===== src/rtl/ifid_pkg.sv =====
// Shared types and constants for the fetch-to-decode packet queue.
package ifid_pkg;

  typedef struct packed {
    logic [31:0] instr1;
    logic [31:0] instr2;
    logic [31:0] pca;
    logic [31:0] cia;
  } ifid_entry_t;

  localparam int          IFID_DEPTH = 4;
  localparam logic [31:0] NOP_INSTR  = 32'h0000_0000;

endpackage


===== src/rtl/ifid_queue_mem.sv =====
// Packet storage for ifid_queue: synchronous write port, asynchronous read port.
module ifid_queue_mem
  import ifid_pkg::*;
#(
  parameter int DEPTH = IFID_DEPTH,
  parameter int AW    = $clog2(DEPTH)
) (
  input  logic          CLK,
  input  logic          i_we,
  input  logic [AW-1:0] i_waddr,
  input  ifid_entry_t   i_wdata,
  input  logic [AW-1:0] i_raddr,
  output ifid_entry_t   o_rdata
);

  ifid_entry_t r_mem [DEPTH];

  // NOTE: storage has no reset; the empty flag masks stale entries, and
  // leaving the array unreset lets it map onto plain RAM/register files.
  always_ff @(posedge CLK) begin
    if (i_we) r_mem[i_waddr] <= i_wdata;
  end

  assign o_rdata = r_mem[i_raddr];

endmodule


===== src/rtl/ifid_queue.sv =====
// Fetch/decode decoupling FIFO: first-word-fall-through head, flush on redirect,
// sticky overflow/underflow flags.
module ifid_queue
  import ifid_pkg::*;
#(
  parameter  int DEPTH = IFID_DEPTH,
  localparam int AW    = $clog2(DEPTH)
) (
  input  logic          CLK,
  input  logic          RESET,
  input  logic          flush,
  input  logic          push_req,
  input  logic [31:0]   instr1_in,
  input  logic [31:0]   instr2_in,
  input  logic [31:0]   pca_in,
  input  logic [31:0]   cia_in,
  output logic          full,
  output logic          almost_full,
  input  logic          pop_req,
  output logic          empty,
  output logic [31:0]   instr1_out,
  output logic [31:0]   instr2_out,
  output logic [31:0]   pca_out,
  output logic [31:0]   cia_out,
  output logic [AW:0]   count,
  output logic          overflow_err,
  output logic          underflow_err
);

  localparam logic [AW:0] FULL_CNT = (AW+1)'(DEPTH);
  localparam logic [AW:0] AF_CNT   = (AW+1)'(DEPTH - 1);

  logic [AW-1:0] r_rd_ptr;
  logic [AW-1:0] r_wr_ptr;
  logic [AW:0]   r_count;
  logic          r_overflow;
  logic          r_underflow;

  logic          w_push_ok;
  logic          w_pop_ok;
  ifid_entry_t   w_wdata;
  ifid_entry_t   w_head;

  assign full        = (r_count == FULL_CNT);
  assign almost_full = (r_count >= AF_CNT);
  assign empty       = (r_count == '0);
  assign count       = r_count;

  // Acceptance uses pre-edge status, so a pop never makes room for a same-cycle push.
  assign w_push_ok = push_req && !full  && !flush;
  assign w_pop_ok  = pop_req  && !empty && !flush;

  assign w_wdata = '{instr1: instr1_in, instr2: instr2_in, pca: pca_in, cia: cia_in};

  ifid_queue_mem #(.DEPTH(DEPTH), .AW(AW)) u_mem (
    .CLK     (CLK),
    .i_we    (w_push_ok),
    .i_waddr (r_wr_ptr),
    .i_wdata (w_wdata),
    .i_raddr (r_rd_ptr),
    .o_rdata (w_head)
  );

  always_ff @(posedge CLK or negedge RESET) begin
    if (!RESET) begin
      r_rd_ptr    <= '0;
      r_wr_ptr    <= '0;
      r_count     <= '0;
      r_overflow  <= 1'b0;
      r_underflow <= 1'b0;
    end else if (flush) begin
      r_rd_ptr    <= '0;
      r_wr_ptr    <= '0;
      r_count     <= '0;
      r_overflow  <= 1'b0;
      r_underflow <= 1'b0;
    end else begin
      if (w_push_ok) r_wr_ptr <= r_wr_ptr + 1'b1;
      if (w_pop_ok)  r_rd_ptr <= r_rd_ptr + 1'b1;
      r_count <= r_count + {{AW{1'b0}}, w_push_ok} - {{AW{1'b0}}, w_pop_ok};
      if (push_req && full)  r_overflow  <= 1'b1;
      if (pop_req  && empty) r_underflow <= 1'b1;
    end
  end

  assign overflow_err  = r_overflow;
  assign underflow_err = r_underflow;

  // An empty queue presents an all-zero NOP packet to decode.
  assign instr1_out = empty ? NOP_INSTR : w_head.instr1;
  assign instr2_out = empty ? NOP_INSTR : w_head.instr2;
  assign pca_out    = empty ? 32'h0     : w_head.pca;
  assign cia_out    = empty ? 32'h0     : w_head.cia;

endmodule


===== config.mk =====
export PLATFORM = sky130hd
export DESIGN_NAME = ifid_queue
export DESIGN_NICKNAME = d
export VERILOG_FILES = /design/src/rtl/ifid_pkg.sv /design/src/rtl/ifid_queue_mem.sv /design/src/rtl/ifid_queue.sv
export SDC_FILE = /design/constraint.sdc
export NUM_CORES = 1
export LEC_CHECK = 0
export BUFFER_PORTS_ARGS = -buffer_cell sky130_fd_sc_hd__clkbuf_2
export CAP_MARGIN = 25
export CORE_MARGIN = 3
export CORE_UTILIZATION = 55
export CTS_CLUSTER_SIZE = 12
export DETAILED_ROUTE_END_ITERATION = 8
export GPL_TIMING_DRIVEN = 0
export PLACE_DENSITY = 0.84
export SETUP_SLACK_MARGIN = 0.1
export SYNTH_ARGS = -nofsm -noshare
export SYNTH_HDL_FRONTEND = slang
export SYNTH_SLANG_ARGS = --single-unit

===== constraint.sdc =====
create_clock -name CLK -period 7.67 [get_ports CLK]
set_clock_uncertainty 0.2 [all_clocks]
set_input_delay 0.767 -clock CLK [delete_from_list [all_inputs] [get_ports CLK]]
set_output_delay 0.767 -clock CLK [all_outputs]
set_load 0.03 [all_outputs]

; Word level (Yosys, flattened, before mapping)
; Memory sizes are Yosys's and may differ from the RTL's.
; Index checks and enable logic that the tools add are counted.
[classes]
n_mux = 15
n_reduce_logical = 14
n_addsub = 4
n_eq_ne = 1
magnitude_cmp = 1
[ops]
columns = op, count
row1 = 32-bit 2-to-1 mux, 4
row2 = 2-bit 2-to-1 mux, 4
row3 = 2-bit nonzero test, 4
row4 = 1-bit logical AND, 6
row5 = 1-bit 2-to-1 mux, 6
row6 = 2-bit by 1-bit adder with 2-bit output (second input constant), 2
row7 = 3-bit by 1-bit adder with 3-bit output, 1
row8 = 3-bit == test (second input constant), 1
row9 = 3-bit by 2-bit greater-or-equal comparator with 1-bit output (second input constant), 1
row10 = 1-bit logical NOT, 3
row11 = 3-bit logical NOT, 1
row12 = 3-bit 2-to-1 mux, 1
row13 = 3-bit by 1-bit subtractor with 3-bit output, 1
[word_totals]
n_memories = 1
mem_bits_rw = 512
input_bits = 133
out_inout_bits = 136
regBits = 9
wordCells = 41
[memory_table]
columns = name, depth, word_bits, read_ports, rd_ports_with_merged_regs, wr, line_no
row1 = u_mem.r_mem, 4, 128, 1, 0, 1, ifid_queue_mem.sv:16  ; ifid_entry_t r_mem [DEPTH];

; Longest topological paths before layout
; Gate-level depths: netlist of run 1.
[depth]
word_depth = 7
ltp_mapped = 10
mapped_depth_nobuf = 10

; Modules after synthesis
; A second synthesis of run 1 with hierarchy kept.
[unflattened]
hier_cells = 861
hier_area_um2 = 19960.4
[by_module_without_submodules]
columns = module, cells_each, instances, seq_area_each_um2, area_each_um2
row1 = ifid_queue_mem, 672, 1, 15374.7, 18602.8
row2 = ifid_queue, 189, 1, 225.2, 1357.6

; Worst setup path before layout of run 1
; No wires, ideal clock.
[synth_timing]
path_kind = reg-to-reg
from = register r_count[1] (netlist: count[1])
to = memory u_mem.r_mem[0][0] in the netlist's numbering (enable)
required_time_ns = 6.968
path_stages_with_launch = 4
arrival_time_ns = 4.225
path_slack_ns = 2.743
setup_time_ns = 0.502
path_buffers = 0
period_less_slack_ns = 4.927
path_cell_list = dfrtp_1 -> nor3b_1 -> nor3_1 -> and2_1
[synth_between]
elab_chain_cells = 6
[synth_lines]
columns = item, line_no
row1 = from (decl), ifid_queue.sv:35  ; logic [AW:0] r_count;
row2 = from (signal assigned), ifid_queue.sv:80  ; r_count <= r_count + {{AW{1'b0}}, w_push_ok} - {{AW{1'b0}}, w_pop_ok};
row3 = 3-bit == test, ifid_queue.sv:44  ; assign full = (r_count == FULL_CNT);
row4 = net full, ifid_queue.sv:17  ; output logic full,
row5 = 1-bit logical NOT, ifid_queue.sv:50  ; assign w_push_ok = push_req && !full && !flush;
row6 = 1-bit logical AND (2 in a row), ifid_queue.sv:50
row7 = 1-bit 2-to-1 mux, ifid_queue_mem.sv:21  ; if (i_we) r_mem[i_waddr] <= i_wdata;
row8 = 1-bit 2-to-1 mux (not written as such), ifid_queue_mem.sv:21
row9 = to (decl), ifid_queue_mem.sv:16
; The timed path passes the listed nets, and every way through them passes these cells.

; Final worst setup path of run 1
[layout_timing]
from = register r_count[1] (netlist: count[1])
to = output port pca_out[4]
[layout_between]
elab_chain_cells = 2
[layout_lines]
columns = item, line_no
row1 = 3-bit logical NOT, ifid_queue.sv:46  ; assign empty = (r_count == '0);
row2 = 32-bit 2-to-1 mux, ifid_queue.sv:92  ; assign pca_out = empty ? 32'h0 : w_head.pca;
row3 = to (decl), ifid_queue.sv:23  ; output logic [31:0] pca_out,
; Every way passes these cells.

==> parameters.txt, run 1 <==
Parameter                              Value

Critical path
  Biggest fanout along the worst timing path ... 10
  Reg2reg start ... count[2]
  Worst Setup Start Kind ... flip-flop
  Capture point of the worst path ... pca_out[4]
  Worst-case reg-to-reg path depth ... 5
  Kind of capture point of the worst setup path ... output port
  Critical Setup Path Class ... reg2out
  Critical path arrival ... 2990 ps
  Reg2reg end ... u_mem.r_mem[0][22]
  First element of the critical path ... count[1]
  Reg2Reg Setup Slack ... 4590 ps
  Crit path required time ... 6700 ps

Placement
  Final weighted congestion in routability-driven placement ... 0.716
  Setup slack at placement ... 4270 ps
  Input/output buffers ... 268
  Dpl hpwl ... 24.9 mm
  Placed Cells ... 1,599

Clocking
  CTS tree ... yes
  Number of buffers created by CTS ... 52
  Insertion delay of the later-clocked pin in the worst-skew pair ... 580 ps
  Number of H-tree levels ... 2
  Maximum clock path buffer count ... 3
  Number of sinks handled by clock tree synthesis ... 521
  Gates resized, CTS repair ... 0
  Clock Tree Root ... sky130_fd_sc_hd__clkbuf_16
  Clock-pin slew on the worst setup and hold paths ... 60 ps

STA
  Worst Slack Setup Final ... 3710 ps
  Actual slew at the worst max-slew pin ... 907 ps
  Final hold viol count ... 0
  Crit path time final ... 3960 ps
  Period utilization ... 0.516
  Pins over their slew limit ... 0
  Setup repair after global routing missed its margin ... no
  Setup_tns ... 0 ps
  Final setup violation count ... 0
  Headroom to the max-slew limit ... 0.395
  Highest clock rate ... 0.252 GHz

Global route
  Global router's overall resource usage ... 0.214
  Via count of the first global-routing pass ... 10,100
  Global-route wire length before repair ... 61.6 mm
  Overflow left after global routing ... 0
  Pin count of the biggest net entering global routing ... 57
  Initial antenna violation count ... 2

Route
  WL/cell ... 23.9 microns
  Post-DR vias/cell ... 5.75
  Detailed-routing iteration count for the pre-antenna-repair pass ... 5
  DRC violations left ... 0
  Total number of vias ... 9,661
  Total detailed-routing wirelength ... 40.2 mm
  Starting DRC count in detailed routing ... 723
  Post-route antenna net violation count ... 0

Logic synthesis
  Number of synthesized register bits ... 521
  Mapped cell area ... 0.0199 sq mm
  Gate count of the mapped netlist ... 868
  Synth Warn # ... 0
  Number of unique standard cell types used by synthesis ... 24
  Syn Nets ... 1,009
  Syn avg cell area ... 22.9 sq um
  Sequential cell area fraction in the yosys report ... 0.785

Pwr
  P per Cell Area ... 342 mW/mm^2
  Maximum resistive drop on vdd ... 0.000263 V
  Leakage ... 0.00800 uW
  Total design power ... 8040 uW

Floorplan
  Floorplan core area ... 0.0351 sq mm
  Std-Cell Rows ... 68
  Number of placed I/O pins ... 269
  Die span in y ... 196 microns
  Die X ... 196 microns
  Die footprint ... 0.0384 sq mm
  Initial Util ... 0.567

Flow run
  Maximum capacitance violations ... 0

Min path
  Type of the worst min-delay path ... in2reg

Layout
  Syn-to-layout area delta ... 18.5%
  Proportion of layout cells with a drive suffix above 1 ... 0.406
  Number of non-filler instances in the completed layout ... 1,679
  Net count, final ... 1,340

Run status
  Result of the run ... finished clean
-- critical path: stages (launching register included) --
cell and delay, ps:
sky130_fd_sc_hd__dfrtp_1 470, sky130_fd_sc_hd__nor3_2 580, sky130_fd_sc_hd__buf_2 480, sky130_fd_sc_hd__clkbuf_1 470, sky130_fd_sc_hd__nor2b_1 160, sky130_fd_sc_hd__clkbuf_2 220
-- worst min path at each step --
stage,from,endpoint,depth (start not counted)
5_1_grt,cia_in[9],u_mem.r_mem[1][9],1
6_report,instr2_in[30],u_mem.r_mem[0][94],1
3_5_place_dp,underflow_err,underflow_err,2
3_3_place_gp,underflow_err,underflow_err,2
4_1_cts,pca_in[18],u_mem.r_mem[3][50],1
2_1_floorplan,RESET,count[0],0
-- routing by layer --
layer	GRT usage	up-vias	part of all wire
met3	0.0546	66	0.086
met2	0.352	388	0.51
met1	0.287	4998	0.38
met4	0.0655	2	0.022
met5	0	-	0.00027
li1	-	4207	-
-- registers in the layout, indices dropped and copies added, names as in the netlist --
register / cells
count: 3
r_rd_ptr: 2
underflow_err: 1
u_mem.r_mem: 512
overflow_err: 1
r_wr_ptr: 2
-- layout by cell type (no fill, tap or decap), types with 2 or more instances in the layout --
cell type / count
sky130_fd_sc_hd__ha_1: 7
sky130_fd_sc_hd__mux4_2: 128
sky130_fd_sc_hd__nor2b_1: 129
sky130_fd_sc_hd__buf_1: 3
sky130_fd_sc_hd__edfxtp_1: 512
sky130_fd_sc_hd__o21ai_0: 3
sky130_fd_sc_hd__clkbuf_8: 2
sky130_fd_sc_hd__xor2_1: 2
sky130_fd_sc_hd__bufinv_16: 2
sky130_fd_sc_hd__inv_1: 7
sky130_fd_sc_hd__clkinv_8: 3
sky130_fd_sc_hd__buf_6: 11
sky130_fd_sc_hd__nor2_1: 7
sky130_fd_sc_hd__clkbuf_2: 268
sky130_fd_sc_hd__buf_2: 16
sky130_fd_sc_hd__nand2b_1: 2
sky130_fd_sc_hd__clkinv_1: 4
sky130_fd_sc_hd__nand2_1: 2
sky130_fd_sc_hd__clkbuf_16: 52
sky130_fd_sc_hd__buf_16: 7
sky130_fd_sc_hd__or3_1: 2
sky130_fd_sc_hd__dfrtp_1: 9
sky130_fd_sc_hd__clkbuf_1: 27
sky130_fd_sc_hd__a21oi_1: 4
sky130_fd_sc_hd__and2_4: 4
-- cell families (layout without fill, tap and decap cells) --
| family | after synthesis | in the layout | share of synthesized area |
|---|---|---|---|
| adder cells (fa/ha/maj) | 8 | 8 | 0.00542 |
| AND/OR/NAND/NOR | 149 | 149 | 0.0460 |
| flip-flops | 521 | 521 | 0.785 |
| XOR/XNOR | 2 | 2 | 0.000882 |
| other | 0 | 1 | 0 |
| AO/OA/AOI/OAI | 8 | 8 | 0.00214 |
| buffers and inverters | 51 | 406 | 0.0148 |
| multiplexers | 129 | 129 | 0.146 |
-- stage by stage --
step                instance area [sq um]   util  hold slack [ps]
global route                        23500  0.671              158
global placement                    21800  0.621              286
detailed placement                  22000  0.628              302
CTS                                 23500  0.671              142
floorplan                           19900      -              271
finish                              23500  0.671              183
-- synthesized netlist by cell type --
cell	instances	area, sq um
sky130_fd_sc_hd__o21ai_0	3	15.0
sky130_fd_sc_hd__nor3_2	1	10.0
sky130_fd_sc_hd__edfxtp_1	512	15400
sky130_fd_sc_hd__nand2_1	2	7.51
sky130_fd_sc_hd__dfrtp_1	9	225
sky130_fd_sc_hd__a21oi_1	4	20.0
sky130_fd_sc_hd__nor2_1	7	26.3
sky130_fd_sc_hd__clkbuf_1	14	52.6
sky130_fd_sc_hd__xor2_1	2	17.5
sky130_fd_sc_hd__nand2b_1	2	12.5
sky130_fd_sc_hd__o31ai_1	1	7.51
sky130_fd_sc_hd__buf_6	11	124
sky130_fd_sc_hd__fa_1	1	20.0
sky130_fd_sc_hd__mux2i_1	1	10.0
sky130_fd_sc_hd__nor3_1	1	5.00
sky130_fd_sc_hd__or3_1	2	12.5
sky130_fd_sc_hd__nor3b_1	1	7.51
sky130_fd_sc_hd__and2_1	4	25.0
sky130_fd_sc_hd__nor2b_1	129	807
sky130_fd_sc_hd__ha_1	7	87.6
sky130_fd_sc_hd__buf_2	16	80.1
sky130_fd_sc_hd__inv_1	7	26.3
sky130_fd_sc_hd__buf_1	3	11.3
sky130_fd_sc_hd__mux4_2	128	2880
-- area by class of cell --
type / count / area (sq um)
Clock buffer: 67 / 1380
Buffer: 44 / 268
Tap cell: 455 / 569
Multi-Input combinational cell: 296 / 3980
Clock inverter: 11 / 143
Sequential cell: 521 / 15600
Timing Repair Buffer: 277 / 1560
Antenna cell: 1 / 2.50
Fill cell: 2229 / 11500
Inverter: 7 / 26.3
-- power by group --
part	switching (uW)	internal, uW	leakage [uW]
Clock	983	1320	0.000732
Combinational	1570	851	0.00250
Sequential	41.6	3280	0.00477
Total	2590	5450	0.00800
-- repair_timing --
item / in CTS / in global routing
hold endpoints to repair: 9 / 0
setup buffers: 0 / 0
hold buffers: 1 / 0
No activity file was read; power rests on OpenSTA's default activity.
==> run 2: changes to the inputs <==
==> constraint.sdc (replaced) <==
create_clock -name CLK -period 3.75 [get_ports CLK]
set_clock_uncertainty 0.2 [all_clocks]
set_input_delay 0.375 -clock CLK [delete_from_list [all_inputs] [get_ports CLK]]
set_output_delay 0.375 -clock CLK [all_outputs]
set_load 0.03 [all_outputs]
==> run 2 against run 1 <==
Compared with the run above:
- die area unchanged
- power up 110%
- critical path depth unchanged
- sequential share of layout area down 3.4 points
- global-route usage rose by 1.9 points
- register-to-register slack got worse by 3900 ps
- first-iteration DRC count down 0.14%
- via count increased by 7.4%
- largest power group unchanged
==> parameters.txt, run 2 (synthesis gave the netlist of run 1 again) <==
Parameter                              Value

Run status
  Result of the run ... finished clean

Clocking
  Number of sinks handled by clock tree synthesis ... 521 (unchanged)
  Clock-pin slew on the worst setup and hold paths ... 60 ps (about the same)
  CTS tree ... yes
  Insertion delay of the later-clocked pin in the worst-skew pair ... 570 ps (about the same)
  Number of H-tree levels ... 2 (unchanged)
  Maximum clock path buffer count ... 3 (unchanged)
  Clock Tree Root ... sky130_fd_sc_hd__clkbuf_16
  Number of buffers created by CTS ... 51 (-1.9%)
  Gates resized, CTS repair ... 0 (unchanged)

Pwr
  P per Cell Area ... 665 mW/mm^2 (+95%)
  Clock network fraction of total power ... 0.276 (-0.010)
  Combinational power share ... 0.311 (+0.010)
  Net switching power ... 5370 uW (+110%)
  Maximum resistive drop on vdd ... 0.000634 V (+140%)
  Switching power as a share of total power ... 0.326 (+0.00352)
  Total design power ... 16,500 uW (+110%)
  Leakage ... 0.00852 uW (+6.5%)
  Register share of total power ... 0.412 (about the same)
  Internal power contribution ... 11,100 uW (+100%)

STA
  Final hold viol count ... 0 (unchanged)
  Crit path time final ... 3500 ps
  Period utilization ... 0.935
  Final setup violation count ... 0 (unchanged)
  Setup_tns ... 0 ps (unchanged)
  Setup repair after global routing missed its margin ... no
  Worst Slack Setup Final ... 245 ps (-3460 ps)
  Pins over their slew limit ... 0 (unchanged)
  Headroom to the max-slew limit ... 0.395 (about the same)
  Highest clock rate ... 0.285 GHz
  Actual slew at the worst max-slew pin ... 907 ps (-0.0166 ps)

Layout
  Syn-to-layout area delta ... 24.8%
  Most common cell after layout, fill and taps aside ... sky130_fd_sc_hd__edfxtp_1
  Net count, final ... 1,472 (+9.9%)
  Number of non-filler instances in the completed layout ... 1,813 (+8.0%)
  Number of inserted filler cells in the final layout ... 2,047 (-8.2%)
  Proportion of layout cells with a drive suffix above 1 ... 0.363 (-0.0431)
  Util after Layout ... 0.707 (+0.0358)
  Highest-count cells in the layout ignoring fill and taps ... sky130_fd_sc_hd__edfxtp_1, sky130_fd_sc_hd__clkbuf_2, sky130_fd_sc_hd__dlygate4sd3_1, sky130_fd_sc_hd__nor2b_1, sky130_fd_sc_hd__mux4_2
  Top register by number of flip-flops ... u_mem.r_mem
  Number of flip-flops in the largest register ... 512 (unchanged)

Floorplan
  Die span in y ... 196 microns (unchanged)
  Floorplan core area ... 0.0351 sq mm (unchanged)
  Initial Util ... 0.567 (unchanged)
  Std-Cell Rows ... 68 (unchanged)
  Die footprint ... 0.0384 sq mm (unchanged)
  Number of placed I/O pins ... 269 (unchanged)
  Die X ... 196 microns (unchanged)

Critical path
  Crit path required time ... 3170 ps (-3530 ps)
  Reg2reg start ... count[1]
  Critical path arrival ... 2930 ps (-60 ps)
  Kind of capture point of the worst setup path ... output port
  Critical Setup Path Class ... reg2out
  Biggest fanout along the worst timing path ... 10 (unchanged)
  Worst Setup Start Kind ... flip-flop
  First element of the critical path ... count[1]

Global route
  Initial antenna violation count ... 0 (-2)
  Global router's overall resource usage ... 0.233 (+0.0192)
  Pin count of the biggest net entering global routing ... 56 (-1.8%)
  Global-route wire length before repair ... 67.8 mm (+10%)
  Via count of the first global-routing pass ... 11,600 (+14%)
  Overflow left after global routing ... 0 (unchanged)

Placement
  Placed Cells ... 1,599 (unchanged)
  Final weighted congestion in routability-driven placement ... 0.744 (+4.0%)
  Input/output buffers ... 268 (unchanged)
  Setup slack at placement ... 719 ps (-3550 ps)
  Dpl hpwl ... 25.1 mm (+0.83%)

Route
  DRC violations left ... 0 (unchanged)
  Starting DRC count in detailed routing ... 722 (-0.14%)
  Total detailed-routing wirelength ... 43.9 mm (+9.2%)
  Total number of vias ... 10,400 (+7.4%)
  WL/cell ... 24.2 microns (+1.2%)
  Post-route antenna net violation count ... 0 (unchanged)
  Detailed-routing iteration count for the pre-antenna-repair pass ... 5 (unchanged)
  Post-DR vias/cell ... 5.72 (-0.55%)

Flow run
  Maximum capacitance violations ... 0 (unchanged)

Min path
  Type of the worst min-delay path ... reg2reg
  Worst hold path startpoint ... underflow_err
## run 2: cell types whose count changed in the layout (fill, tap and decap cells not counted), sizes merged
cell,change
dlygate4sd3,+133
clkbuf,+4
bufinv,-1
clkinv,-1
clkinvlp,-1
## run 2: through the flow
step	cell area, sq um	hold slack [ps]
global route	24800	343
CTS	24800	301
floorplan	19900	-121
detailed placement	22000	50.4
global placement	21800	51.6
finish	24800	298
## run 2: power by group through the flow
stage	combinational [uW]	sequential, uW	clock [uW]
global placement	4930	6920	0
CTS	5170	6790	4630
finish	5140	6800	4560
detailed placement	5020	6910	0
global route	5440	6810	4880
floorplan	3470	6920	0
## run 2: layer usage
metal  routed length [microns]  share of wire  global-route usage
met1                     16700           0.38               0.299
met2                     22900           0.52               0.399
met3                      3240          0.074              0.0527
met4                      1060          0.024              0.0782
met5                         0              0                   0
## run 2: worst max-delay path: stages (launching register included)
cell and delay [ps]:
sky130_fd_sc_hd__dfrtp_1 480, sky130_fd_sc_hd__nor3_2 560, sky130_fd_sc_hd__buf_2 460, sky130_fd_sc_hd__clkbuf_1 490, sky130_fd_sc_hd__nor2b_1 140, sky130_fd_sc_hd__clkbuf_2 220
## run 2: path summary, 6_finish.rpt
kind / end / slack [ps] / depth (start not counted)
worst max-delay path: pca_out[26] / 250 / 5
worst min-delay path: underflow_err / 300 / 2
worst max register to register: count[2] / 690 / 10
worst min register to register: underflow_err / 300 / 2
max in group asynchronous: r_rd_ptr[0] / 1850 / 4
min in group asynchronous: overflow_err / 560 / 3
## run 2: cell type report
class	count	area [sq um]	share of cell area
clock inverters	8	63.8	0.00257
well taps	455	569	0.0230
plain buffers	44	268	0.0108
repair buffers	410	2900	0.117
clock buffers	71	1370	0.0553
flip-flops and latches	521	15600	0.629
diodes	1	2.50	0.000101
inverters	7	26.3	0.00106
multi-input cells	296	3980	0.161
## run 2: repair_timing
action | in CTS | in global routing
hold buffers | 134 | 0
setup endpoints to repair | 0 | 0
endpoints found under the hold margin | 526 | 0
buffers inserted | 0 | 0
